==> src/rtl/wheel_ctl_pkg.sv <==
// Shared types and constants for the two-wheel command controller.
package wheel_ctl_pkg;

  typedef enum logic [1:0] {
    ST_IDLE = 2'd0,
    ST_FWD  = 2'd1,
    ST_REV  = 2'd2,
    ST_DEAD = 2'd3
  } wheel_state_e;

  typedef struct packed {
    logic fwd;
    logic rev;
  } wheel_req_t;

  // Shortened timing used when the block is built for simulation.
  localparam int SIM_DEAD_CYCLES = 8;
  localparam int SIM_MAX_RUN     = 64;

  // Pick the simulation constant when SIMULATE is set, else the real value.
  function automatic int eff_param(input int sim, input int real_v, input int sim_v);
    return (sim != 0) ? sim_v : real_v;
  endfunction

endpackage

==> src/rtl/wheel_fsm.sv <==
// Per-wheel IDLE/FWD/REV/DEAD controller with dead-time counter.
// Optional run watchdog enabled by macro WHEEL_CMD_CTL_WATCHDOG_EN.
module wheel_fsm
  import wheel_ctl_pkg::*;
#(
  parameter int DEAD_CYCLES = 1000000,
  parameter int MAX_RUN     = 500000000
) (
  input  logic       i_clk,
  input  logic       i_reset,
  input  logic       i_enable,
  input  wheel_req_t i_req,
  output logic       o_fwd,
  output logic       o_rev,
  output logic       o_dead_nxt,
  output logic       o_wdog_trip
);

  localparam int DW = $clog2(DEAD_CYCLES + 1);

  wheel_state_e  r_state, w_state_nxt;
  logic [DW-1:0] r_dead_cnt;
  logic          r_fwd, r_rev;
  logic          w_want_fwd, w_want_rev, w_timeout, w_trip;

  // A direction is only valid when exactly one request is up and motion is enabled.
  assign w_want_fwd = i_req.fwd & ~i_req.rev & i_enable;
  assign w_want_rev = i_req.rev & ~i_req.fwd & i_enable;

`ifdef WHEEL_CMD_CTL_WATCHDOG_EN
  localparam int RW = $clog2(MAX_RUN + 1);

  logic [RW-1:0] r_run_cnt;
  logic          r_trip;
  logic          w_run;

  assign w_run     = (r_state == ST_FWD) || (r_state == ST_REV);
  assign w_timeout = w_run && (r_run_cnt == RW'(MAX_RUN - 1));
  assign w_trip    = r_trip;

  // Run-length counter (zero outside FWD/REV, so it starts clean on entry) and sticky trip flag.
  always_ff @(posedge i_clk or posedge i_reset) begin
    if (i_reset) begin
      r_run_cnt <= '0;
      r_trip    <= 1'b0;
    end else begin
      r_run_cnt <= w_run ? r_run_cnt + 1'b1 : '0;
      if (w_timeout)                  r_trip <= 1'b1;
      else if (!i_req.fwd && !i_req.rev) r_trip <= 1'b0;
    end
  end
`else
  assign w_timeout = 1'b0;
  assign w_trip    = 1'b0;
`endif

  // State register.
  always_ff @(posedge i_clk or posedge i_reset) begin
    if (i_reset) r_state <= ST_IDLE;
    else         r_state <= w_state_nxt;
  end

  // Next-state logic; requests are ignored while the dead time runs.
  always_comb begin
    w_state_nxt = r_state;
    case (r_state)
      ST_IDLE: if (!w_trip) begin
                 if (w_want_fwd)      w_state_nxt = ST_FWD;
                 else if (w_want_rev) w_state_nxt = ST_REV;
               end
      ST_FWD:  if (!w_want_fwd || w_timeout) w_state_nxt = ST_DEAD;
      ST_REV:  if (!w_want_rev || w_timeout) w_state_nxt = ST_DEAD;
      ST_DEAD: if (r_dead_cnt == '0) w_state_nxt = ST_IDLE;
      default: w_state_nxt = ST_IDLE;
    endcase
  end

  // Dead-time counter: loaded on entry to DEAD, counts down to zero.
  always_ff @(posedge i_clk or posedge i_reset) begin
    if (i_reset)                                         r_dead_cnt <= '0;
    else if (r_state != ST_DEAD && w_state_nxt == ST_DEAD) r_dead_cnt <= DW'(DEAD_CYCLES - 1);
    else if (r_state == ST_DEAD && r_dead_cnt != '0)     r_dead_cnt <= r_dead_cnt - 1'b1;
  end

  // Registered command outputs, decoded from the state being entered so they track the state exactly.
  always_ff @(posedge i_clk or posedge i_reset) begin
    if (i_reset) begin
      r_fwd <= 1'b0;
      r_rev <= 1'b0;
    end else begin
      r_fwd <= (w_state_nxt == ST_FWD);
      r_rev <= (w_state_nxt == ST_REV);
    end
  end

  assign o_fwd       = r_fwd;
  assign o_rev       = r_rev;
  assign o_dead_nxt  = (w_state_nxt == ST_DEAD);
  assign o_wdog_trip = w_trip;

endmodule

==> src/rtl/wheel_cmd_ctl.sv <==
// Two-wheel Rojobot command controller: parameter resolution, two wheel_fsm
// instances and the shared busy flag. Watchdog macro: WHEEL_CMD_CTL_WATCHDOG_EN.
module wheel_cmd_ctl
  import wheel_ctl_pkg::*;
#(
  parameter int DEAD_CYCLES = 1000000,
  parameter int MAX_RUN     = 500000000,
  parameter int SIMULATE    = 0
) (
  input  logic       i_clk,
  input  logic       i_reset,
  input  logic       i_enable,
  input  logic       i_left_fwd_req,
  input  logic       i_left_rev_req,
  input  logic       i_right_fwd_req,
  input  logic       i_right_rev_req,
  output logic       o_left_fwd,
  output logic       o_left_rev,
  output logic       o_right_fwd,
  output logic       o_right_rev,
  output logic       o_busy,
  output logic [1:0] o_wdog_trip
);

  localparam int NUM_WHEELS = 2;
  localparam int DEAD_EFF   = eff_param(SIMULATE, DEAD_CYCLES, SIM_DEAD_CYCLES);
  localparam int MAX_EFF    = eff_param(SIMULATE, MAX_RUN, SIM_MAX_RUN);

  // Wheel index 1 is left, 0 is right, matching the wdog_trip bit order.
  wheel_req_t [NUM_WHEELS-1:0] w_req;
  logic       [NUM_WHEELS-1:0] w_fwd, w_rev, w_dead_nxt, w_trip;
  logic                        r_busy;

  assign w_req[1] = {i_left_fwd_req, i_left_rev_req};
  assign w_req[0] = {i_right_fwd_req, i_right_rev_req};

  for (genvar g = 0; g < NUM_WHEELS; g++) begin : g_wheel
    wheel_fsm #(
      .DEAD_CYCLES (DEAD_EFF),
      .MAX_RUN     (MAX_EFF)
    ) u_fsm (
      .i_clk       (i_clk),
      .i_reset     (i_reset),
      .i_enable    (i_enable),
      .i_req       (w_req[g]),
      .o_fwd       (w_fwd[g]),
      .o_rev       (w_rev[g]),
      .o_dead_nxt  (w_dead_nxt[g]),
      .o_wdog_trip (w_trip[g])
    );
  end

  // busy mirrors "either wheel in DEAD" with no extra lag behind the states.
  always_ff @(posedge i_clk or posedge i_reset) begin
    if (i_reset) r_busy <= 1'b0;
    else         r_busy <= |w_dead_nxt;
  end

  assign o_left_fwd  = w_fwd[1];
  assign o_left_rev  = w_rev[1];
  assign o_right_fwd = w_fwd[0];
  assign o_right_rev = w_rev[0];
  assign o_busy      = r_busy;
  assign o_wdog_trip = w_trip;

endmodule

==> config.mk <==
export PLATFORM = sky130hd
export DESIGN_NAME = wheel_cmd_ctl
export DESIGN_NICKNAME = d
export VERILOG_FILES = /design/src/rtl/wheel_ctl_pkg.sv /design/src/rtl/wheel_fsm.sv /design/src/rtl/wheel_cmd_ctl.sv
export SDC_FILE = /design/constraint.sdc
export NUM_CORES = 1
export LEC_CHECK = 0
export ABC_AREA = 1
export BUFFER_PORTS_ARGS = -buffer_cell sky130_fd_sc_hd__buf_4
export CORE_ASPECT_RATIO = 0.7
export CORE_MARGIN = 2
export CORE_UTILIZATION = 45
export DETAILED_ROUTE_END_ITERATION = 8
export PLACE_DENSITY = 0.64
export SETUP_SLACK_MARGIN = 0.15
export SLEW_MARGIN = 20
export SYNTH_ARGS = -nofsm -noshare
export SYNTH_HDL_FRONTEND = slang
export SYNTH_SLANG_ARGS = --single-unit
==> constraint.sdc <==
create_clock -name i_clk -period 4.7 [get_ports i_clk]
set_input_delay 0.705 -clock i_clk [delete_from_list [all_inputs] [get_ports i_clk]]
set_output_delay 0.705 -clock i_clk [all_outputs]
set_load 0.02 [all_outputs]
After elaboration in Yosys (flattened, before gate mapping) --
Cells that the tools add are included.
Operators by class: $add $sub $neg 2, equality and inequality tests 14, muxes and demuxes 16, bitwise gates (word level) 12, reductions and logical operators 13
Operator list (count):
- 20-bit two-way mux | 4
- 20-bit zero test | 2
- 20-bit nonzero test | 2
- 20-bit by 1-bit subtractor with 20-bit output (second input constant) | 2
- 2-bit two-way mux | 10
- 2-bit == test (second input constant) | 8
- 2-bit one-hot mux with 4 select lines | 2
- 1-bit bitwise AND | 8
- 2-bit by 1-bit == test with 1-bit output (second input constant) | 4
- 1-bit logical AND | 4
- 2-bit zero test | 2
- 2-bit inequality test (second input constant) | 2
- 1-bit inverter | 4
- 2-bit nonzero test | 2
- 2-bit OR reduction | 1
Word-level totals: flip-flop bits (word level) 49, output and inout port bits 7, word-level logic and storage cells 66

Depth between registers and ports, before layout --
Gate-level depths: netlist of the first run.
depth after elaboration 9, depth in mapped cells 12, depth with buffers taken out 12

Cells and area by module --
A second synthesis of the first run with hierarchy kept.
Second synthesis, totals: cells, all modules 445, area, all modules 3113.0 um^2
Modules (own cells, without submodules):
- wheel_fsm | instances 2, cells an instance 220, area an instance 1536.5 um^2, sequential area each 600.6 um^2
- wheel_cmd_ctl | instances 1, cells an instance 5, area an instance 40.0 um^2, sequential area each 25.0 um^2

Worst setup path before layout of the first run --
No wires, ideal clock.
path type register to register, start point reg g_wheel[0].u_fsm.r_dead_cnt[0], end point reg g_wheel[0].u_fsm.r_dead_cnt[18], library setup time 128 ps, arrival 1466 ps, data required time 4572 ps, slack 3106 ps, stages on the path, launching flop included 13, cell sequence dfrtp_1 > inv_1 > ha_1 > nand2_1 > nor2_2 > nand3_4 > nand2_4 > nand2_1 > nand2_1 > nor2_2 > nand2_2 > buf_6 > nand3_2
On the way: cells in the longest elaborated chain, start to end 6, elaborated cells on any way between the ends 11
Ends and longest elaborated chain:
- from (decl) | line wheel_fsm.sv:22 | logic [DW-1:0] r_dead_cnt;
- from (signal assigned) | line wheel_fsm.sv:81 | else if (r_state != ST_DEAD && w_state_nxt == ST_DEAD) r_dead_cnt <= DW'(DEAD_CYCLES - 1);
- from (signal assigned) | line wheel_fsm.sv:82 | else if (r_state == ST_DEAD && r_dead_cnt != '0) r_dead_cnt <= r_dead_cnt - 1'b1;
- branches (longest 6 deep; another with 20-bit by 1-bit subtractor with 20-bit output)
Parallel ways; which one is timed is not known. The select of a mux whose other input is x is not followed. A chain may end at the register's enable or synchronous reset.

Final worst setup path of the first run --
Same ends and word-level chain as after synthesis.

==> results.json, run 1 <==
{
  "htree_levels": 2,
  "maxSlewHeadroom_pct": 43.6,
  "worstSetupPathType": "reg2reg",
  "p_clk_share_pct": 40.3,
  "r2r_end": "g_wheel[0].u_fsm.r_dead_cnt[18]",
  "required_ns": 4.88,
  "cts_tree": "done",
  "ys_warn_count": 0,
  "cts-resized-gates": 0,
  "regArea_sq_mm": 0.00123,
  "synth_area_leader_cell": "dfrtp_1",
  "cts_made_buffers": 5,
  "place_ws_ns": 2.80,
  "setup_viol_count_final": 0,
  "dpl.hpwl_mm": 4.37,
  "fin_skew_ns": 0.00805,
  "r2r-start": "g_wheel[0].u_fsm.r_dead_cnt[0]",
  "sequentialPowerShare_pct": 57.5,
  "synth_flop_cell": "dfrtp_1",
  "clock_path_buffers": 2,
  "grt_antenna_before_repair": 0,
  "clock.fmax_mhz": 523,
  "worstMarginPinSlew_ns": 0.845,
  "path_max_fanout": 5,
  "vias": 2314,
  "antennaDiodeCount": 0,
  "place_inst": 465,
  "tns_ns": 0,
  "clk-insertion-delay-late_ns": 0.30,
  "worst_hold_slack_ns": 0.491,
  "status": "finished clean",
  "worstPathArrival_ns": 2.10,
  "drc": 0,
  "first_pass_iters": 4,
  "netlist_area_sq_mm": 0.00285,
  "worst_setup_path_start_kind": "flop",
  "powerDensity_mw_per_mm2": 235,
  "multi_input_comb_area_sq_mm": 0.00145,
  "wl_mm": 5.82,
  "synth_seq_cells": 49,
  "dr.first_iter.drc_count": 123,
  "port-buffer-count": 11,
  "hold_path_depth": 1,
  "reg2reg_slack_ns": 2.79,
  "clk_pin_slew_ns": 0.09,
  "hold_buffers": 0,
  "min-delay-start": "g_wheel[0].u_fsm.r_state[0]",
  "grt_setup_unrepaired": "no",
  "nFillCells": 609,
  "finalWorstSetupSlack_ns": 2.79,
  "synth_edf_count": 0,
  "final_max_slew_viol_count": 0,
  "syn_area_per_cell_sq_um": 7.54,
  "design.die.area_sq_mm": 0.00700,
  "syn_inst": 378,
  "drive_above_1_share_pct": 12.9,
  "p_int_uw": 580,
  "r2r_cells": 7,
  "synth_top_area_share_pct": 43.0,
  "cts.sinks": 49,
  "period_share_pct": 40.7,
  "fin_cells": 472,
  "gp_congestion": 0.921,
  "net-switching-power_uw": 152,
  "core_sq_mm": 0.00619,
  "synthArstFlopShare_pct": 100,
  "period_minus_slack_ns": 1.91,
  "wl_per_cell_microns": 12.3,
  "die_h_microns": 70.6,
  "end_kind": "flop",
  "synthToLayoutAreaGrowth_pct": 9.22,
  "ys_seq_area_share_pct": 43.0,
  "die_x_microns": 99.1,
  "track_usage_pct": 18.1,
  "grt_first_pass_wirelength_mm": 10.2,
  "io_pins": 14,
  "ys_types": 31,
  "cts_setup_buffers": 0,
  "routed_via_density": 4.90,
  "power_frac_comb_pct": 2.2,
  "hp-class": "reg2reg",
  "grt_max_degree": 50,
  "grt_overflow": 0,
  "grt_pass1_vias": 2206,
  "power.total_uw": 732,
  "leakagePower_nw": 1.54,
  "cts_root_buf": "clkbuf_8",
  "ant_nets": 0,
  "p_sw_share_pct": 20.8,
  "hold_violations": 0,
  "start_util_pct": 46.1,
  "max_cap_viol_count": 0,
  "synth.area.top_cells": "dfrtp_1 (43%), nand2_1 (14%), nor2_1 (9.1%)",
  "peakVddDrop_uv": 144,
  "whs_endpoint": "g_wheel[0].u_fsm.o_rev",
  "final_nets": 403,
  "row_count": 24
}
==> area by class of cell <==
type | instances | share of cell area (%)
multi-input cells | 286 | 46.5
flip-flops and latches | 49 | 39.4
repair buffers | 11 | 2.65
clock inverters | 2 | 1.13
clock buffers | 5 | 2.21
well taps | 78 | 3.14
inverters | 41 | 4.98
==> kinds of logic (layout without fill, tap and decap cells) <==
kind of cell | count (synthesis) | count (layout) | synth area share [%]
AO/OA/AOI/OAI | 20 | 20 | 4.13
XOR/XNOR | 21 | 21 | 6.45
adder cells (fa/ha/maj) | 2 | 2 | 0.878
buffers and inverters | 44 | 59 | 6.32
flip-flops | 49 | 49 | 43.0
other | 1 | 2 | 0.132
AND/OR/NAND/NOR | 241 | 241 | 39.1
==> how the worst max path moves through the flow <==
stage / from / endpoint / slack (ns) / cells after the start
after global routing: g_wheel[0].u_fsm.r_dead_cnt[0] / g_wheel[0].u_fsm.r_dead_cnt[14] / 2.67 / 8
after global placement: i_enable / g_wheel[1].u_fsm.r_dead_cnt[6] / 2.84 / 9
after CTS: g_wheel[0].u_fsm.r_dead_cnt[0] / g_wheel[0].u_fsm.r_dead_cnt[18] / 2.84 / 7
final: g_wheel[0].u_fsm.r_dead_cnt[0] / g_wheel[0].u_fsm.r_dead_cnt[18] / 2.79 / 7
after floorplan: i_reset / g_wheel[0].u_fsm.o_fwd / 2.82 / 1
after detailed placement: i_enable / g_wheel[1].u_fsm.r_dead_cnt[6] / 2.80 / 9
==> placed cells by master, fill, tap and decap left out, types with 3 or more instances in the layout <==
cell and n:
a21oi_1 5, buf_4 11, clkbuf_8 5, dfrtp_1 49, inv_1 37, inv_2 3
nand2_1 104, nand2_2 5, nand2_4 3, nand3_1 24, nand3_2 3, nand3b_1 3
nand4_1 5, nor2_1 69, nor2_2 8, nor2_4 4, nor3_1 5, o21ai_0 10
xnor2_1 7, xor2_1 14
==> synthesized netlist by cell type, types with 2 or more instances <==
library cell,n
buf_4,2
nand3_2,3
xor2_1,14
nand3_1,24
nand3b_1,3
or2_2,2
nand2_4,3
o21bai_1,2
nand2_1,104
nor3_1,5
xnor2_1,7
nand4_1,5
inv_2,3
inv_1,38
nor2_1,69
nand2_2,5
a21oi_1,5
ha_1,2
nand3_4,2
nor3b_1,2
nor2_4,4
dfrtp_1,49
o21ai_0,10
nor2_2,8
==> worst max-delay path: stages (launching register included) <==
cell,delay [ns]
dfrtp_1,0.39
inv_1,0.09
ha_1,0.17
nand2_1,0.10
nor3b_1,0.37
nand3_1,0.30
o21ai_0,0.29
nand3_2,0.09
==> power by group through the flow <==
stage / clock network [mW] / registers (mW) / logic [mW]
floorplan: 0 / 0.430 / 0.0110
global placement: 0 / 0.430 / 0.0170
detailed placement: 0 / 0.430 / 0.0173
CTS: 0.304 / 0.421 / 0.0173
global route: 0.324 / 0.421 / 0.0198
finish: 0.295 / 0.421 / 0.0163
==> flip-flops by register name, summed over array words and instances (netlist names) <==
| signal | count |
|---|---|
| g_wheel.u_fsm.o_fwd | 2 |
| g_wheel.u_fsm.o_rev | 2 |
| g_wheel.u_fsm.r_dead_cnt | 40 |
| g_wheel.u_fsm.r_state | 4 |
| o_busy | 1 |
==> metal layers <==
metal  global-route usage [%]  share of wire, %  up-vias
li1                         -                 -     1206
met1                     28.7                57     1074
met2                     25.2                40       30
met3                     3.75               2.8        4
met4                     4.72              0.79        0
met5                        0                 0        -
==> metrics by stage <==
stage	instance area [sq um]	utilization, %
after detailed placement	3010	48.6
final	3110	50.3
after global routing	3110	50.3
after CTS	3110	50.3
after global placement	3010	48.6
after floorplan	2850	-
No activity file was read; power rests on OpenSTA's default activity.
==> inputs of run 2 (changes only) <==
--- a/config.mk
+++ b/config.mk
@@ -11,7 +11,7 @@
 export CORE_MARGIN = 2
 export CORE_UTILIZATION = 45
 export DETAILED_ROUTE_END_ITERATION = 8
-export PLACE_DENSITY = 0.64
+export PLACE_DENSITY = 0.66
 export SETUP_SLACK_MARGIN = 0.15
 export SLEW_MARGIN = 20
 export SYNTH_ARGS = -nofsm -noshare
==> constraint.sdc (replaced) <==
create_clock -name i_clk -period 1.6 [get_ports i_clk]
set_input_delay 0.24 -clock i_clk [delete_from_list [all_inputs] [get_ports i_clk]]
set_output_delay 0.24 -clock i_clk [all_outputs]
set_load 0.02 [all_outputs]
==> run 2 against run 1 <==
Net effect: the run now ends with setup timing left; cell area up 39%; sequential share of layout area down 11 points; die area unchanged; combinational power rose to 3.5 times the previous value; clock-buffer cell count up 2; total power rose to 2.9 times the previous value; clock skew up 0.0055 ns; hold slack worse by 0.26 ns; largest cell class unchanged.
==> results.json, run 2 (synthesized netlist as in run 1, its figures left out) <==
{
  "status": "complete, but fails checks",
  "violations": "setup timing",
  "period_minus_slack_ns": 1.71,
  "top_register": "g_wheel.u_fsm.r_dead_cnt",
  "design.die.area_sq_mm": 0.00700,
  "grt_antenna_before_repair": 0,
  "tns_ns": -2.11,
  "synthToLayoutAreaGrowth_pct": 52.2,
  "cts_root_buf": "clkbuf_8",
  "routed_via_density": 5.20,
  "cp.depth": 11,
  "cts_made_buffers": 5,
  "nFillCells": 419,
  "dpl.hpwl_mm": 5.04,
  "track_usage_pct": 23.2,
  "power.total_mw": 2.12,
  "cpMaxStageDelayCell": "dfrtp_1",
  "layout_commonest_cell": "buf_4",
  "peakVddDrop_uv": 431,
  "wl_per_cell_microns": 15.9,
  "cts.sinks": 49,
  "cts_tree": "done",
  "cp-endpoint": "g_wheel[1].u_fsm.r_dead_cnt[18]",
  "dr.first_iter.drc_count": 279,
  "io_pins": 14,
  "r2r_end": "g_wheel[1].u_fsm.r_dead_cnt[18]",
  "min-delay-start": "i_right_fwd_req",
  "first_pass_iters": 7,
  "gp_congestion": 0.858,
  "grt_max_degree": 50,
  "core_sq_mm": 0.00619,
  "row_count": 24,
  "end_kind": "flop",
  "reg_top3": "g_wheel.u_fsm.r_dead_cnt (40), g_wheel.u_fsm.r_state (4)",
  "hold_violations": 0,
  "drc": 0,
  "layout_common_cells": "buf_4 (88), nand2_1 (81), dfrtp_1 (47)",
  "crit_family": "simple AND/OR/NAND/NOR gates",
  "grt_overflow": 0,
  "hp-class": "in2reg",
  "grt_first_pass_wirelength_mm": 13.0,
  "start_util_pct": 46.1,
  "startpoint": "g_wheel[1].u_fsm.r_dead_cnt[7]",
  "powerDensity_mw_per_mm2": 489,
  "worstSetupPathType": "reg2reg",
  "antennaDiodeCount": 0,
  "path_buf_inv": 1,
  "die_h_microns": 70.6,
  "final_max_slew_viol_count": 0,
  "clk-insertion-delay-late_ns": 0.31,
  "critPathMaxStageDelay_ns": 0.45,
  "setup_viol_count_final": 37,
  "grt_pass1_vias": 2811,
  "ant_nets": 0,
  "port-buffer-count": 11,
  "worstPathArrival_ns": 1.91,
  "period_share_pct": 107,
  "fin_skew_ns": 0.0136,
  "r2r-start": "g_wheel[1].u_fsm.r_dead_cnt[7]",
  "leakagePower_nw": 2.11,
  "grt_setup_unrepaired": "yes",
  "required_ns": 1.80,
  "die_x_microns": 99.1,
  "reg2reg_slack_ns": -0.11,
  "htree_levels": 2,
  "path_max_fanout": 7,
  "max_cap_viol_count": 0,
  "clock_path_buffers": 2,
  "r2r_cells": 11,
  "finalWorstSetupSlack_ns": -0.108,
  "wl_mm": 8.97,
  "vias": 2939,
  "worst_setup_path_start_kind": "flop",
  "drive_above_1_share_pct": 47.6,
  "clock.fmax_mhz": 585,
  "clk_pin_slew_ns": 0.09,
  "final_nets": 495,
  "path_cells": "nor2_2 > nand2_2 > nor2_4 > nand3_4 > nand2_8 > nand2_4 > nand2_4 > nor2_4 > buf_4 > o21ai_2 > nand2_1",
  "largest_register_ffs": 40
}
run 2: changes by cell type in the layout (fill, tap and decap cells not counted), sizes merged:
cell and change:
buf +89, clkbuf +2, nand2 +2, bufinv -1
clkinv -1, clkinvlp +1, dlygate4sd3 +1
run 2: power breakdown:
part,total [mW],internal (mW),switching [mW]
logic,0.0566,0.0187,0.0379
clock network,0.828,0.392,0.436
registers,1.24,1.24,0
total,2.12,1.65,0.474
run 2: worst register-to-register path, cell delays in order, from the launching register on:
cell     delay, ns
dfrtp_1       0.45
nor2_2        0.16
nand2_2       0.10
nor2_4        0.16
nand3_4       0.12
nand2_8       0.15
nand2_4       0.06
nand2_4       0.09
nor2_4        0.06
buf_4         0.14
o21ai_2       0.05
nand2_1       0.06
run 2: what timing repair did:
item,4_1_cts,5_1_grt
pin swaps,18,51
hold endpoints to repair,25,0
hold buffers,1,0
setup buffers,22,13
cloned,2,0
endpoints found under the setup margin,41,41
gates resized for setup,63,65
run 2: how the worst min path moves through the flow:
stage | endpoint | slack [ns] | cells past startpoint
6_report | g_wheel[0].u_fsm.o_rev | 0.23 | 4
4_1_cts | g_wheel[1].u_fsm.o_fwd | 0.23 | 4
3_5_place_dp | g_wheel[0].u_fsm.r_dead_cnt[14] | 0.31 | 3
2_1_floorplan | g_wheel[0].u_fsm.o_rev | 0.40 | 2
5_1_grt | g_wheel[0].u_fsm.o_rev | 0.25 | 4
3_3_place_gp | g_wheel[0].u_fsm.r_dead_cnt[18] | 0.32 | 3
run 2: stage by stage:
stage | utilization, % | hold WS, ns | cells | instance area (sq um) | setup WS [ns]
2_1_floorplan | - | 0.398 | 379 | 2900 | 0.0838
3_3_place_gp | 56.1 | 0.317 | 519 | 3470 | -0.0452
3_5_place_dp | 56.1 | 0.314 | 519 | 3470 | -0.118
4_1_cts | 64.6 | 0.229 | 552 | 4000 | -0.0216
5_1_grt | 70.1 | 0.252 | 565 | 4340 | -0.203
6_report | 70.1 | 0.230 | 565 | 4340 | -0.108
run 2: layout make-up:
cell class / instances / area (sq um) / share of cell area [%]
repair buffers: 101 / 815 / 18.8
well taps: 78 / 97.6 / 2.25
clock buffers: 7 / 96.3 / 2.22
inverters: 41 / 163 / 3.75
flip-flops and latches: 49 / 1230 / 28.3
clock inverters: 1 / 5.00 / 0.115
multi-input cells: 288 / 1930 / 44.5
run 2: layer usage:
metal  part of all wire [%]  up-vias  GRT usage, %
met4                   0.98        0          6.39
li1                       -     1398             -
met2                     47      122          36.0
met3                    5.6       10          3.66
met5                      0        -             0
met1                     46     1409          34.3
==> inputs of run 3 (changes only) <==
--- a/config.mk
+++ b/config.mk
@@ -11,7 +11,9 @@
 export CORE_MARGIN = 2
 export CORE_UTILIZATION = 45
 export DETAILED_ROUTE_END_ITERATION = 8
+export GPL_TIMING_DRIVEN = 1
 export PLACE_DENSITY = 0.66
+export RECOVER_POWER = 25
 export SETUP_SLACK_MARGIN = 0.15
 export SLEW_MARGIN = 20
 export SYNTH_ARGS = -nofsm -noshare
==> run 3 against run 2 <==
Net effect: core utilization shrank 0.20 points; the flow still finishes with violations (setup timing); cell area shrank 0.29%; largest power group unchanged; sequential share of layout area rose by 0.082 points; worst setup slack worse by 0.0021 ns; non-clock buffer count stayed put; highest routed layer unchanged; clock power is 0.6% higher; sequential cell count stayed put; clock skew rose by 0.0021 ns; critical path depth stayed put.
==> results.json, run 3 (synthesized netlist as in run 1, its figures left out) <==
{
  "drc": 0,
  "wl_mm": 9.00,
  "port-buffer-count": 11,
  "track_usage_pct": 23.2,
  "io_pins": 14,
  "fin_skew_ns": 0.0157,
  "peakVddDrop_uv": 431,
  "die_h_microns": 70.6,
  "dr.first_iter.drc_count": 279,
  "worst_setup_path_start_kind": "flop",
  "finalWorstSetupSlack_ns": -0.111,
  "largest_register_ffs": 40,
  "whs_endpoint": "g_wheel[0].u_fsm.o_rev",
  "grt_setup_unrepaired": "yes",
  "clk_pin_slew_ns": 0.09,
  "clock_path_buffers": 2,
  "maxSlewHeadroom_pct": 55.0,
  "period_share_pct": 107,
  "routed_via_density": 5.20,
  "cts_made_buffers": 5,
  "clock.fmax_mhz": 585,
  "start_util_pct": 46.1,
  "reg_top3": "g_wheel.u_fsm.r_dead_cnt (40), g_wheel.u_fsm.r_state (4)",
  "status": "complete, but fails checks",
  "min-delay-start": "i_right_fwd_req",
  "worstSetupPathType": "reg2reg",
  "final_max_slew_viol_count": 0,
  "final_nets": 495,
  "grt_first_pass_wirelength_mm": 13.0,
  "row_count": 24,
  "nFillCells": 421,
  "path_max_fanout": 7,
  "htree_levels": 2,
  "cts_tree": "done",
  "period_minus_slack_ns": 1.71,
  "grt_max_degree": 50,
  "critPathMaxStageDelay_ns": 0.45,
  "dpl.hpwl_mm": 5.04,
  "worst_hold_slack_ns": 0.228,
  "hold_path_depth": 4,
  "end_kind": "flop",
  "ant_nets": 0,
  "grt_overflow": 0,
  "violations": "setup timing",
  "grt_antenna_before_repair": 0,
  "top_register": "g_wheel.u_fsm.r_dead_cnt",
  "r2r_cells": 11,
  "multi_input_comb_area_sq_mm": 0.00193,
  "first_pass_iters": 7,
  "crit_family": "simple AND/OR/NAND/NOR gates",
  "clk-insertion-delay-late_ns": 0.31,
  "regArea_sq_mm": 0.00123,
  "synthToLayoutAreaGrowth_pct": 51.7,
  "r2r_end": "g_wheel[1].u_fsm.r_dead_cnt[18]",
  "required_ns": 1.80,
  "place_area_sq_mm": 0.00347,
  "worstMarginPinSlew_ns": 0.675,
  "path_buf_inv": 1,
  "grt_pass1_vias": 2811,
  "cts.sinks": 49,
  "setup_viol_count_final": 37,
  "hp-class": "in2reg",
  "core_sq_mm": 0.00619,
  "wl_per_cell_microns": 15.9,
  "worstPathArrival_ns": 1.91,
  "gp_congestion": 0.858,
  "layout_commonest_cell": "buf_4",
  "drive_above_1_share_pct": 47.4,
  "cpMaxStageDelayCell": "dfrtp_1",
  "design.die.area_sq_mm": 0.00700,
  "antennaDiodeCount": 0,
  "final_cell_area_sq_mm": 0.00432,
  "vias": 2940,
  "reg2reg_slack_ns": -0.11,
  "path_cells": "nor2_2 > nand2_2 > nor2_4 > nand3_4 > nand2_8 > nand2_4 > nand2_4 > nor2_4 > buf_4 > o21ai_2 > nand2_1",
  "cts_root_buf": "clkbuf_8",
  "leakagePower_nw": 2.11,
  "powerDensity_mw_per_mm2": 491,
  "hold_violations": 0,
  "r2r-start": "g_wheel[1].u_fsm.r_dead_cnt[7]",
  "layout_common_cells": "buf_4 (87), nand2_1 (81), dfrtp_1 (47)",
  "die_x_microns": 99.1,
  "max_cap_viol_count": 0
}
run 3: cell count changes in the layout (fill, tap and decap cells not counted):
cell / delta
buf_4: -1
buf_12: -1
clkbuf_4: +2
inv_1: +1
inv_2: -1
run 3: worst max path at each step:
stage | startpoint | endpoint | slack [ns] | cells after the start
2_1_floorplan | g_wheel[1].u_fsm.r_dead_cnt[0] | g_wheel[1].u_fsm.r_dead_cnt[16] | 0.08 | 11
4_1_cts | g_wheel[0].u_fsm.r_dead_cnt[0] | g_wheel[0].u_fsm.r_dead_cnt[13] | -0.02 | 12
5_1_grt | g_wheel[1].u_fsm.r_dead_cnt[7] | g_wheel[1].u_fsm.r_dead_cnt[18] | -0.20 | 11
3_5_place_dp | g_wheel[0].u_fsm.r_dead_cnt[5] | g_wheel[0].u_fsm.r_dead_cnt[17] | -0.12 | 10
3_3_place_gp | g_wheel[0].u_fsm.r_dead_cnt[5] | g_wheel[0].u_fsm.r_dead_cnt[17] | -0.05 | 10
6_report | g_wheel[1].u_fsm.r_dead_cnt[7] | g_wheel[1].u_fsm.r_dead_cnt[18] | -0.11 | 11
run 3: report_power, final:
group | switching (mW) | internal (mW)
Combinational | 0.0370 | 0.0147
Clock | 0.441 | 0.392
Sequential | 0 | 1.24
run 3: metrics by stage:
| step | util, % | setup slack, ns | setup TNS, ns | total power, mW | instances |
|---|---|---|---|---|---|
| after floorplan | - | 0.0838 | 0 | 1.29 | 379 |
| final | 69.9 | -0.111 | -2.14 | 2.12 | 565 |
| after global placement | 56.1 | -0.0452 | -0.607 | 1.32 | 519 |
| after CTS | 64.6 | -0.0216 | -0.0670 | 2.13 | 552 |
| after global routing | 69.9 | -0.203 | -5.88 | 2.19 | 565 |
| after detailed placement | 56.1 | -0.118 | -2.33 | 1.32 | 519 |
run 3: worst reg2reg max path: stages (launching register included):
cell and delay [ns]:
dfrtp_1 0.45, nor2_2 0.16, nand2_2 0.10, nor2_4 0.16, nand3_4 0.12, nand2_8 0.15
nand2_4 0.06, nand2_4 0.09, nor2_4 0.06, buf_4 0.14, o21ai_2 0.05, nand2_1 0.06
run 3: routing by layer:
metal | global-route usage, % | part of all wire (%) | vias up
met3 | 3.66 | 5.5 | 14
met2 | 36.0 | 47 | 124
met1 | 34.3 | 47 | 1406
met4 | 6.39 | 1.2 | 0
met5 | 0 | 0 | -
li1 | - | - | 1396
run 3: cell type report:
cell class | count | share of cell area, %
multi-input cells | 288 | 44.7
flip-flops and latches | 49 | 28.4
repair buffers | 101 | 18.5
inverters | 41 | 3.76
well taps | 78 | 2.26
clock buffers | 7 | 2.23
clock inverters | 1 | 0.116
run 3: timing repair:
item,4_1_cts,5_1_grt
endpoints found under the hold margin,25,0
pin swaps,18,51
resized for setup,63,65
cloned,2,0
setup buffers,22,13
hold buffers,1,0
setup endpoints to repair,41,41
